### config.mk
export PLATFORM = sky130hd
export DESIGN_NAME = neopx_axis_rx
export DESIGN_NICKNAME = d
export VERILOG_FILES = /design/src/rtl/neopx_pkg.sv /design/src/rtl/neopx_rx_sync.sv /design/src/rtl/neopx_axis_rx.sv
export SDC_FILE = /design/constraint.sdc
export NUM_CORES = 1
export LEC_CHECK = 0
export BUFFER_PORTS_ARGS = -buffer_cell sky130_fd_sc_hd__buf_4
export CAP_MARGIN = 20
export CORE_UTILIZATION = 55
export DETAILED_ROUTE_END_ITERATION = 8
export PLACE_DENSITY = 0.84
export SKIP_LAST_GASP = 1
export SYNTH_ARGS = -nofsm -noshare
export SYNTH_HDL_FRONTEND = slang
export SYNTH_SLANG_ARGS = --single-unit
### constraint.sdc
create_clock -name axis_aclk -period 2.4 [get_ports axis_aclk]
set_input_delay 0.24 -clock axis_aclk [delete_from_list [all_inputs] [get_ports axis_aclk]]
set_output_delay 0.24 -clock axis_aclk [all_outputs]
set_load 0.02 [all_outputs]
### src/rtl/neopx_pkg.sv
// Shared definitions for the NeoPixel strip transmitter/receiver pair:
// LED type codes, pulse timing in nanoseconds, the receiver state
// encoding and the ns-to-cycles conversion used to size every counter.
package neopx_pkg;

  localparam int LED_WS2812 = 0;  // 24 bits per pixel
  localparam int LED_SK6812 = 1;  // 32 bits per pixel

  // Pulse timing in nanoseconds, common to transmit and receive sides.
  localparam int T_THRESH_WS_NS  = 600;
  localparam int T_THRESH_SK_NS  = 450;
  localparam int T_MIN_PULSE_NS  = 100;
  localparam int T_MAX_HIGH_NS   = 2000;
  localparam int T_RESET_DET_NS  = 50_000;

  typedef enum logic [1:0] {
    RX_SYNC = 2'd0,  // waiting for a full latch gap before trusting the line
    RX_IDLE = 2'd1,  // between frames, waiting for the first rising edge
    RX_HIGH = 2'd2,  // measuring a high pulse
    RX_LOW  = 2'd3   // inside a frame, timing the low gap
  } rx_state_e;

  // Round-to-nearest conversion of a duration to clock cycles, 24-bit result.
  function automatic logic [23:0] ns_to_cyc(input int unsigned ns, input int unsigned clk_hz);
    return 24'((64'(ns) * 64'(clk_hz) + 64'd500_000_000) / 64'd1_000_000_000);
  endfunction

endpackage

### src/rtl/neopx_rx_sync.sv
// Two-flop synchronizer for the asynchronous strip line followed by a
// registered edge detector. The level output is delayed to line up with
// the edge strobes, so a pin edge shows up internally three cycles later.
module neopx_rx_sync (
  input  logic clk,
  input  logic rst_n,
  input  logic din,
  output logic s,
  output logic rise,
  output logic fall
);

  logic meta;
  logic s1;

  // Synchronizer chain plus one delay stage for edge detection.
  always_ff @(posedge clk or negedge rst_n) begin
    if (!rst_n) begin
      meta <= 1'b0;
      s1   <= 1'b0;
      s    <= 1'b0;
      rise <= 1'b0;
      fall <= 1'b0;
    end else begin
      meta <= din;
      s1   <= meta;
      s    <= s1;
      rise <= s1 & ~s;
      fall <= ~s1 & s;
    end
  end

endmodule

### src/rtl/neopx_axis_rx.sv
// WS2812/SK6812 one-wire stream decoder. Classifies each high pulse by
// width, assembles MSB-first pixels and presents them on an AXI-Stream
// master, marking the pixel before each latch gap with tlast.
//
// Output handshake: a beat transfers on any clock edge where
// m_axis_tvalid && m_axis_tready; while tvalid is high and tready is low,
// tdata/tlast are held unchanged and the slot is never overwritten.
module neopx_axis_rx
  import neopx_pkg::*;
#(
  parameter int CLK_FREQ_HZ = 72_000_000,
  parameter int LED_TYPE    = 0
) (
  input  logic        axis_aclk,
  input  logic        axis_aresetn,
  input  logic        i_serial,
  output logic [31:0] m_axis_tdata,
  output logic        m_axis_tvalid,
  output logic        m_axis_tlast,
  input  logic        m_axis_tready,
  output logic        o_overrun,
  output logic        o_frame_err
);

  if (CLK_FREQ_HZ < 10_000_000 || CLK_FREQ_HZ > 200_000_000) begin : g_bad_clk
    $error("neopx_axis_rx: CLK_FREQ_HZ must be within 10..200 MHz");
  end

  localparam logic [23:0] THRESH    = ns_to_cyc((LED_TYPE == LED_SK6812) ?
                                                T_THRESH_SK_NS : T_THRESH_WS_NS, CLK_FREQ_HZ);
  localparam logic [23:0] MIN_PULSE = ns_to_cyc(T_MIN_PULSE_NS, CLK_FREQ_HZ);
  localparam logic [23:0] MAX_HIGH  = ns_to_cyc(T_MAX_HIGH_NS, CLK_FREQ_HZ);
  localparam logic [23:0] RESET_DET = ns_to_cyc(T_RESET_DET_NS, CLK_FREQ_HZ);
  localparam int          BITS      = (LED_TYPE == LED_SK6812) ? 32 : 24;
  localparam logic [5:0]  BITS_M1   = 6'(BITS - 1);

  logic        s, rise, fall;
  rx_state_e   state, state_nxt;
  logic [23:0] width, width_nxt, width_inc;
  logic [23:0] low_cnt, low_cnt_nxt, low_inc;
  logic [5:0]  bit_cnt, bit_cnt_nxt;
  logic [30:0] shreg, shreg_nxt;
  logic [31:0] pend, pend_nxt, word;
  logic        pend_v, pend_v_nxt;
  logic        bit_ok, bit_val, latch, err_nxt;
  logic        xfer_req, xfer_req_last;
  logic        xfer_v, xfer_last;
  logic [31:0] xfer_data;

  neopx_rx_sync u_sync (
    .clk   (axis_aclk),
    .rst_n (axis_aresetn),
    .din   (i_serial),
    .s     (s),
    .rise  (rise),
    .fall  (fall)
  );

  assign width_inc = (width == 24'hFF_FFFF) ? width : width + 24'd1;
  assign low_inc   = (low_cnt == 24'hFF_FFFF) ? low_cnt : low_cnt + 24'd1;

  // Next-state logic for line timing, bit assembly and pixel hand-off.
  always_comb begin
    state_nxt     = state;
    width_nxt     = width;
    low_cnt_nxt   = low_cnt;
    bit_cnt_nxt   = bit_cnt;
    shreg_nxt     = shreg;
    pend_nxt      = pend;
    pend_v_nxt    = pend_v;
    bit_ok        = 1'b0;
    bit_val       = 1'b0;
    latch         = 1'b0;
    err_nxt       = 1'b0;
    xfer_req      = 1'b0;
    xfer_req_last = 1'b0;
    word          = 32'd0;

    case (state)
      RX_SYNC: begin
        if (s) begin
          low_cnt_nxt = 24'd0;
        end else if (low_inc >= RESET_DET) begin
          low_cnt_nxt = 24'd0;
          state_nxt   = RX_IDLE;
        end else begin
          low_cnt_nxt = low_inc;
        end
      end
      RX_IDLE: begin
        if (rise) begin
          width_nxt = 24'd0;
          state_nxt = RX_HIGH;
        end
      end
      RX_HIGH: begin
        if (fall) begin
          low_cnt_nxt = 24'd0;
          if (width < MIN_PULSE) begin
            // Too short to be a bit: treat as line noise.
            state_nxt = (bit_cnt == 6'd0 && !pend_v) ? RX_IDLE : RX_LOW;
          end else begin
            bit_ok    = 1'b1;
            bit_val   = (width >= THRESH);
            state_nxt = RX_LOW;
          end
        end else if (width > MAX_HIGH) begin
          // Stuck-high line: throw away everything not yet handed off.
          err_nxt     = 1'b1;
          bit_cnt_nxt = 6'd0;
          pend_v_nxt  = 1'b0;
          low_cnt_nxt = 24'd0;
          state_nxt   = RX_SYNC;
        end else begin
          width_nxt = width_inc;
        end
      end
      RX_LOW: begin
        if (rise) begin
          width_nxt = 24'd0;
          state_nxt = RX_HIGH;
        end else if (low_inc >= RESET_DET) begin
          latch       = 1'b1;
          low_cnt_nxt = 24'd0;
          state_nxt   = RX_IDLE;
        end else begin
          low_cnt_nxt = low_inc;
        end
      end
      default: state_nxt = RX_SYNC;
    endcase

    // A new bit proves the pending pixel was not the last of the frame.
    if (bit_ok) begin
      if (pend_v) begin
        xfer_req   = 1'b1;
        pend_v_nxt = 1'b0;
      end
      word = (BITS == 32) ? {shreg, bit_val} : {shreg[22:0], bit_val, 8'h00};
      if (bit_cnt == BITS_M1) begin
        pend_nxt    = word;
        pend_v_nxt  = 1'b1;
        bit_cnt_nxt = 6'd0;
      end else begin
        shreg_nxt   = {shreg[29:0], bit_val};
        bit_cnt_nxt = bit_cnt + 6'd1;
      end
    end

    // Latch gap: the pending pixel closes the frame; leftover bits are an error.
    if (latch) begin
      if (pend_v) begin
        xfer_req      = 1'b1;
        xfer_req_last = 1'b1;
        pend_v_nxt    = 1'b0;
      end
      if (bit_cnt != 6'd0) begin
        err_nxt     = 1'b1;
        bit_cnt_nxt = 6'd0;
      end
    end
  end

  // Receiver state, counters, pending pixel and transfer staging.
  always_ff @(posedge axis_aclk or negedge axis_aresetn) begin
    if (!axis_aresetn) begin
      state       <= RX_SYNC;
      width       <= 24'd0;
      low_cnt     <= 24'd0;
      bit_cnt     <= 6'd0;
      shreg       <= 31'd0;
      pend        <= 32'd0;
      pend_v      <= 1'b0;
      xfer_v      <= 1'b0;
      xfer_last   <= 1'b0;
      xfer_data   <= 32'd0;
      o_frame_err <= 1'b0;
    end else begin
      state       <= state_nxt;
      width       <= width_nxt;
      low_cnt     <= low_cnt_nxt;
      bit_cnt     <= bit_cnt_nxt;
      shreg       <= shreg_nxt;
      pend        <= pend_nxt;
      pend_v      <= pend_v_nxt;
      xfer_v      <= xfer_req;
      xfer_last   <= xfer_req_last;
      xfer_data   <= pend;
      o_frame_err <= err_nxt;
    end
  end

  // Output slot: accept, then load a staged pixel unless the slot is blocked.
  always_ff @(posedge axis_aclk or negedge axis_aresetn) begin
    if (!axis_aresetn) begin
      m_axis_tdata  <= 32'd0;
      m_axis_tvalid <= 1'b0;
      m_axis_tlast  <= 1'b0;
      o_overrun     <= 1'b0;
    end else begin
      o_overrun <= 1'b0;
      if (m_axis_tvalid && m_axis_tready) begin
        m_axis_tvalid <= 1'b0;
        m_axis_tdata  <= 32'd0;
        m_axis_tlast  <= 1'b0;
      end
      if (xfer_v) begin
        if (m_axis_tvalid && !m_axis_tready) begin
          o_overrun <= 1'b1;
        end else begin
          m_axis_tvalid <= 1'b1;
          m_axis_tdata  <= xfer_data;
          m_axis_tlast  <= xfer_last;
        end
      end
    end
  end

endmodule

==> run_results.csv <==
group,metric,value,unit
detailed_routing,wl_per_cell,19.7,µm
clock_network,max-clock-path-buffers,2,
detailed_routing,drcViolationCount,0,
detailed_routing,finalWirelength,19100,µm
floorplanning,dieWidth,116,µm
place,dp_worst_setup_slack,-0.358,ns
clock_network,clock_latency,0.43,ns
clock_network,worst_setup_hold_path_clk_slew,0.07,ns
power,power_density,603,nW/µm²
power,internal_power,4.50,mW
final_layout,drive_gt1_share,38.4,%
critical_path,timing.reg2reg.worst_path_depth,12,
final_layout,layout_common_cells,"166 x sky130_fd_sc_hd__dfrtp_1, 122 x sky130_fd_sc_hd__buf_4, 73 x sky130_fd_sc_hd__nand2_1, 47 x sky130_fd_sc_hd__mux2_2, 46 x sky130_fd_sc_hd__nand3_1",
synthesis,netlist.top_cell.by_area,"sky130_fd_sc_hd__dfrtp_1",
sta,min_period_over_period,116,%
global_routing,groute.usage.overall,28.0,%
sta,final.setup.tns,-16.13,ns
critical_path,r2r_end,"bit_cnt[5]$_DFF_PN0_",
critical_path,register_to_register_setup_slack,-0.38,ns
sta,pins_over_slew_limit,0,
sta,finalSetupViolCount,101,
critical_path,cp.required,2.73,ns
detailed_routing,drt_pass1_iterations,7,
clock_network,tritoncts,"yes",
global_routing,grt_first_pass_wirelength,28400,µm
hold_path,hold_end,"o_overrun$_DFF_PN0_",
floorplanning,core,12600,µm²
clock_network,ctsHtreeMaxLevel,4,
power,seq_power_share,50.3,%
critical_path,critical_path_buf_inv_count,3,
floorplanning,initial_utilization,56.3,%
clock_network,clock-sinks,171,
synthesis,post_synth_xor_area_fraction,0.863,%
detailed_routing,initial_drt_markers,674,
synthesis,post_synth_and_or_nand_nor_area_fraction,20.0,%
global_routing,grt_start_max_net_pins,78,
clock_network,ctsRootBufferMaster,"sky130_fd_sc_hd__clkbuf_16",
hold_path,timing.hold.worst.class,"primary input to register",
global_routing,initial_antenna_violation_count,0,
power,p_sw,1.26,mW
hold_path,worstHoldPathCells,3,
place,hpwlAfterDp,10100,µm
critical_path,setup.worst_path.end_class,"register",
sta,layout_min_cycle_time,2.78,ns
detailed_routing,antenna_left,0,
sta,timing_worst_slew_pin_value,1.01,ns
place,routabilityCongestion,0.905,
critical_path,worstReg2RegStart,"low_cnt[0]$_DFFE_PN0P_",
final_layout,antenna-diode-count,0,
hold_path,hold_start,"m_axis_tready",
power,leakagePower,4.80,nW
synthesis,synth_cell_types,53,
final_layout,most_common_cell_after_layout_fill_and_taps_aside,"sky130_fd_sc_hd__dfrtp_1",
power,ir_drop,0.499,mV
synthesis,synthCells,642,
power,p_comb_share,1.9,%
synthesis,synth_top_cells_by_area,"sky130_fd_sc_hd__dfrtp_1 60%, sky130_fd_sc_hd__mux2_2 7.5%, sky130_fd_sc_hd__nand2_1 4.3%",
synthesis,synth_ff_type,"sky130_fd_sc_hd__dfrtp_1",
synthesis,synth-warning-count,0,
critical_path,type_of_origin_of_the_critical_path,"register",
synthesis,synth.area.mux_share,7.88,%
critical_path,arrival,3.11,ns
critical_path,top_delay_family_on_crit_path,"simple AND/OR/NAND/NOR gates",
synthesis,synth_adder_area_share,0.881,%
final_layout,layout-area-overhead-vs-synth,34.5,%
sta,report.final.hold_viol_count,0,
sta,clock_skew,0.00781,ns
synthesis,synth_sequential_area_ratio,60.3,%
critical_path,max_stage_delay,0.37,ns
detailed_routing,vias_per_cell,6.10,
synthesis,synth-async-reset-ratio,100,%
power,total_power,5.76,mW
critical_path,path_cells,"buf_4 -> nand4_1 -> nor3_4 -> buf_4 -> and3_1 -> and4_1 -> o211ai_1 -> a211o_4 -> o21ai_4 -> nor4b_4 -> buf_6 -> a311oi_2",
outcome,failed_checks,"negative setup slack",
floorplanning,chipHeight,116,µm
power,p_clk_share,47.8,%
floorplanning,design.portCount,40,
synthesis,syn_area,7100,µm²
sta,achievable_freq,0.360,GHz
flow_run,drv.max_cap_violation_count,0,
critical_path,critical-path-slowest-cell,"sky130_fd_sc_hd__dfrtp_1",
synthesis,synth_compound_gate_area_share,7.95,%
synthesis,synthesis.area_per_instance,11.1,µm²
synthesis,synthesis.nets,651,
final_layout,utilization,75.7,%
synthesis,synth_top_family_by_area,"simple AND/OR/NAND/NOR gates",
global_routing,first_global_vias,5898,
synthesis,postSynthRegisterBits,171,
critical_path,cp_common_cell,"sky130_fd_sc_hd__buf_4",
global_routing,globalRouteOverflowTotal,0,
synthesis,edff_count_synth,0,
final_layout,final_nets,790,
clock_network,cts-buffers-inserted,17,
critical_path,timing.critical_path.fanout_max,7,
sta,slew_headroom,32.5,%
sta,setup_repair_after_global_routing_missed_its_margin,"yes",
synthesis,area_fraction_of_the_dominant_cell_type_after_synthesis,60.3,%
floorplanning,design.die.area,13400,µm²
floorplanning,placement_rows,41,
power,power.switching_fraction,21.9,%
sta,fin_ws,-0.379,ns
critical_path,worst-setup-path-type,"register to register",
place,port_buf_inserts,39,
detailed_routing,vias,5889,
outcome,status,"finished with violations",
-- cell type report --
cell class,instances,area (µm²)
clock buffers,21,450
clock inverters,11,135
fillers,740,3070
inverters,14,52.6
multi-input cells,431,3150
flip-flops and latches,171,4290
well taps,172,215
repair buffers,146,1260
-- worst min-delay path: stages --
cell and delay, ns:
sky130_fd_sc_hd__buf_4 0.08, sky130_fd_sc_hd__nand2b_1 0.17, sky130_fd_sc_hd__nor2_1 0.06
-- kinds of logic after synthesis --
logic type / after synthesis
muxes: 50
adders and majority gates: 5
AOI/OAI and AO/OA: 86
DFF: 171
buffers and inverters: 40
and+or+nand+nor: 283
xor gates and xnor gates: 7
-- layer usage --
layer | wire length [µm] | global-route usage (%) | vias to the layer above
met5 | 0 | 0 | -
met4 | 791 | 16.1 | 0
li1 | - | - | 2555
met3 | 1040 | 6.01 | 92
met1 | 7240 | 32.2 | 2959
met2 | 9990 | 48.6 | 283
-- cells in the mapped netlist, types with 2 or more instances --
master	instances
sky130_fd_sc_hd__a31oi_1	10
sky130_fd_sc_hd__a211oi_1	4
sky130_fd_sc_hd__mux2i_1	3
sky130_fd_sc_hd__o21a_1	4
sky130_fd_sc_hd__o211ai_1	3
sky130_fd_sc_hd__and2_1	19
sky130_fd_sc_hd__nor4_1	8
sky130_fd_sc_hd__or3_1	4
sky130_fd_sc_hd__xor2_1	5
sky130_fd_sc_hd__nand4_1	13
sky130_fd_sc_hd__and3_1	18
sky130_fd_sc_hd__nor3_1	13
sky130_fd_sc_hd__o22ai_1	3
sky130_fd_sc_hd__buf_2	2
sky130_fd_sc_hd__nand2_1	82
sky130_fd_sc_hd__o21ai_0	12
sky130_fd_sc_hd__nor2_1	52
sky130_fd_sc_hd__mux2_2	47
sky130_fd_sc_hd__ha_1	5
sky130_fd_sc_hd__a211o_1	4
sky130_fd_sc_hd__and4_1	6
sky130_fd_sc_hd__clkbuf_1	22
sky130_fd_sc_hd__inv_1	14
sky130_fd_sc_hd__nand3_1	51
sky130_fd_sc_hd__dfrtp_1	171
sky130_fd_sc_hd__nor2b_1	3
sky130_fd_sc_hd__nand2b_1	5
sky130_fd_sc_hd__o2111ai_1	2
sky130_fd_sc_hd__a311oi_1	2
sky130_fd_sc_hd__a21oi_1	29
sky130_fd_sc_hd__xnor2_1	2
sky130_fd_sc_hd__a41oi_1	3
-- power by group through the flow --
| stage | clock (mW) | combinational, mW | sequential (mW) |
|---|---|---|---|
| floorplan | 0 | 0.0217 | 2.95 |
| global placement | 0 | 0.102 | 2.95 |
| detailed placement | 0 | 0.107 | 2.95 |
| CTS | 2.75 | 0.113 | 2.90 |
| global route | 2.88 | 0.128 | 2.90 |
| finish | 2.75 | 0.111 | 2.90 |
-- per-stage QoR --
step	hold WS [ns]	cell area [µm²]	cells
floorplan	-0.0556	7160	642
global placement	0.193	8190	901
detailed placement	0.205	8190	901
CTS	0.143	9150	951
global route	0.174	9550	966
finish	0.153	9550	966
-- how the worst max path moves through the flow --
stage                             from                    end  cells past startpoint
6_report        low_cnt[0]$_DFFE_PN0P_   bit_cnt[5]$_DFF_PN0_                     12
5_1_grt         low_cnt[8]$_DFFE_PN0P_   bit_cnt[4]$_DFF_PN0_                     11
2_1_floorplan  low_cnt[11]$_DFFE_PN0P_   bit_cnt[0]$_DFF_PN0_                      9
4_1_cts        low_cnt[16]$_DFFE_PN0P_   bit_cnt[5]$_DFF_PN0_                     10
3_5_place_dp   low_cnt[22]$_DFFE_PN0P_   bit_cnt[0]$_DFF_PN0_                     12
3_3_place_gp    low_cnt[5]$_DFFE_PN0P_  o_frame_err$_DFF_PN0_                     10
-- what timing repair did --
| action | 4_1_cts | 5_1_grt |
|---|---|---|
| setup endpoints to repair | 100 | 103 |
| gates resized for setup | 46 | 59 |
| hold endpoints to repair | 47 | 0 |
| pin swaps | 25 | 32 |
| cloned | 2 | 1 |
| hold buffers | 2 | 0 |
| setup buffers | 15 | 15 |
-- sequential cells by signal, summed over array words and instances (netlist names), 2 cells and up --
register	cells
width	24
shreg	23
xfer_data	24
bit_cnt	6
m_axis_tdata	32
low_cnt	24
state	2
pend	24
(Power assumes the default switching activity.)
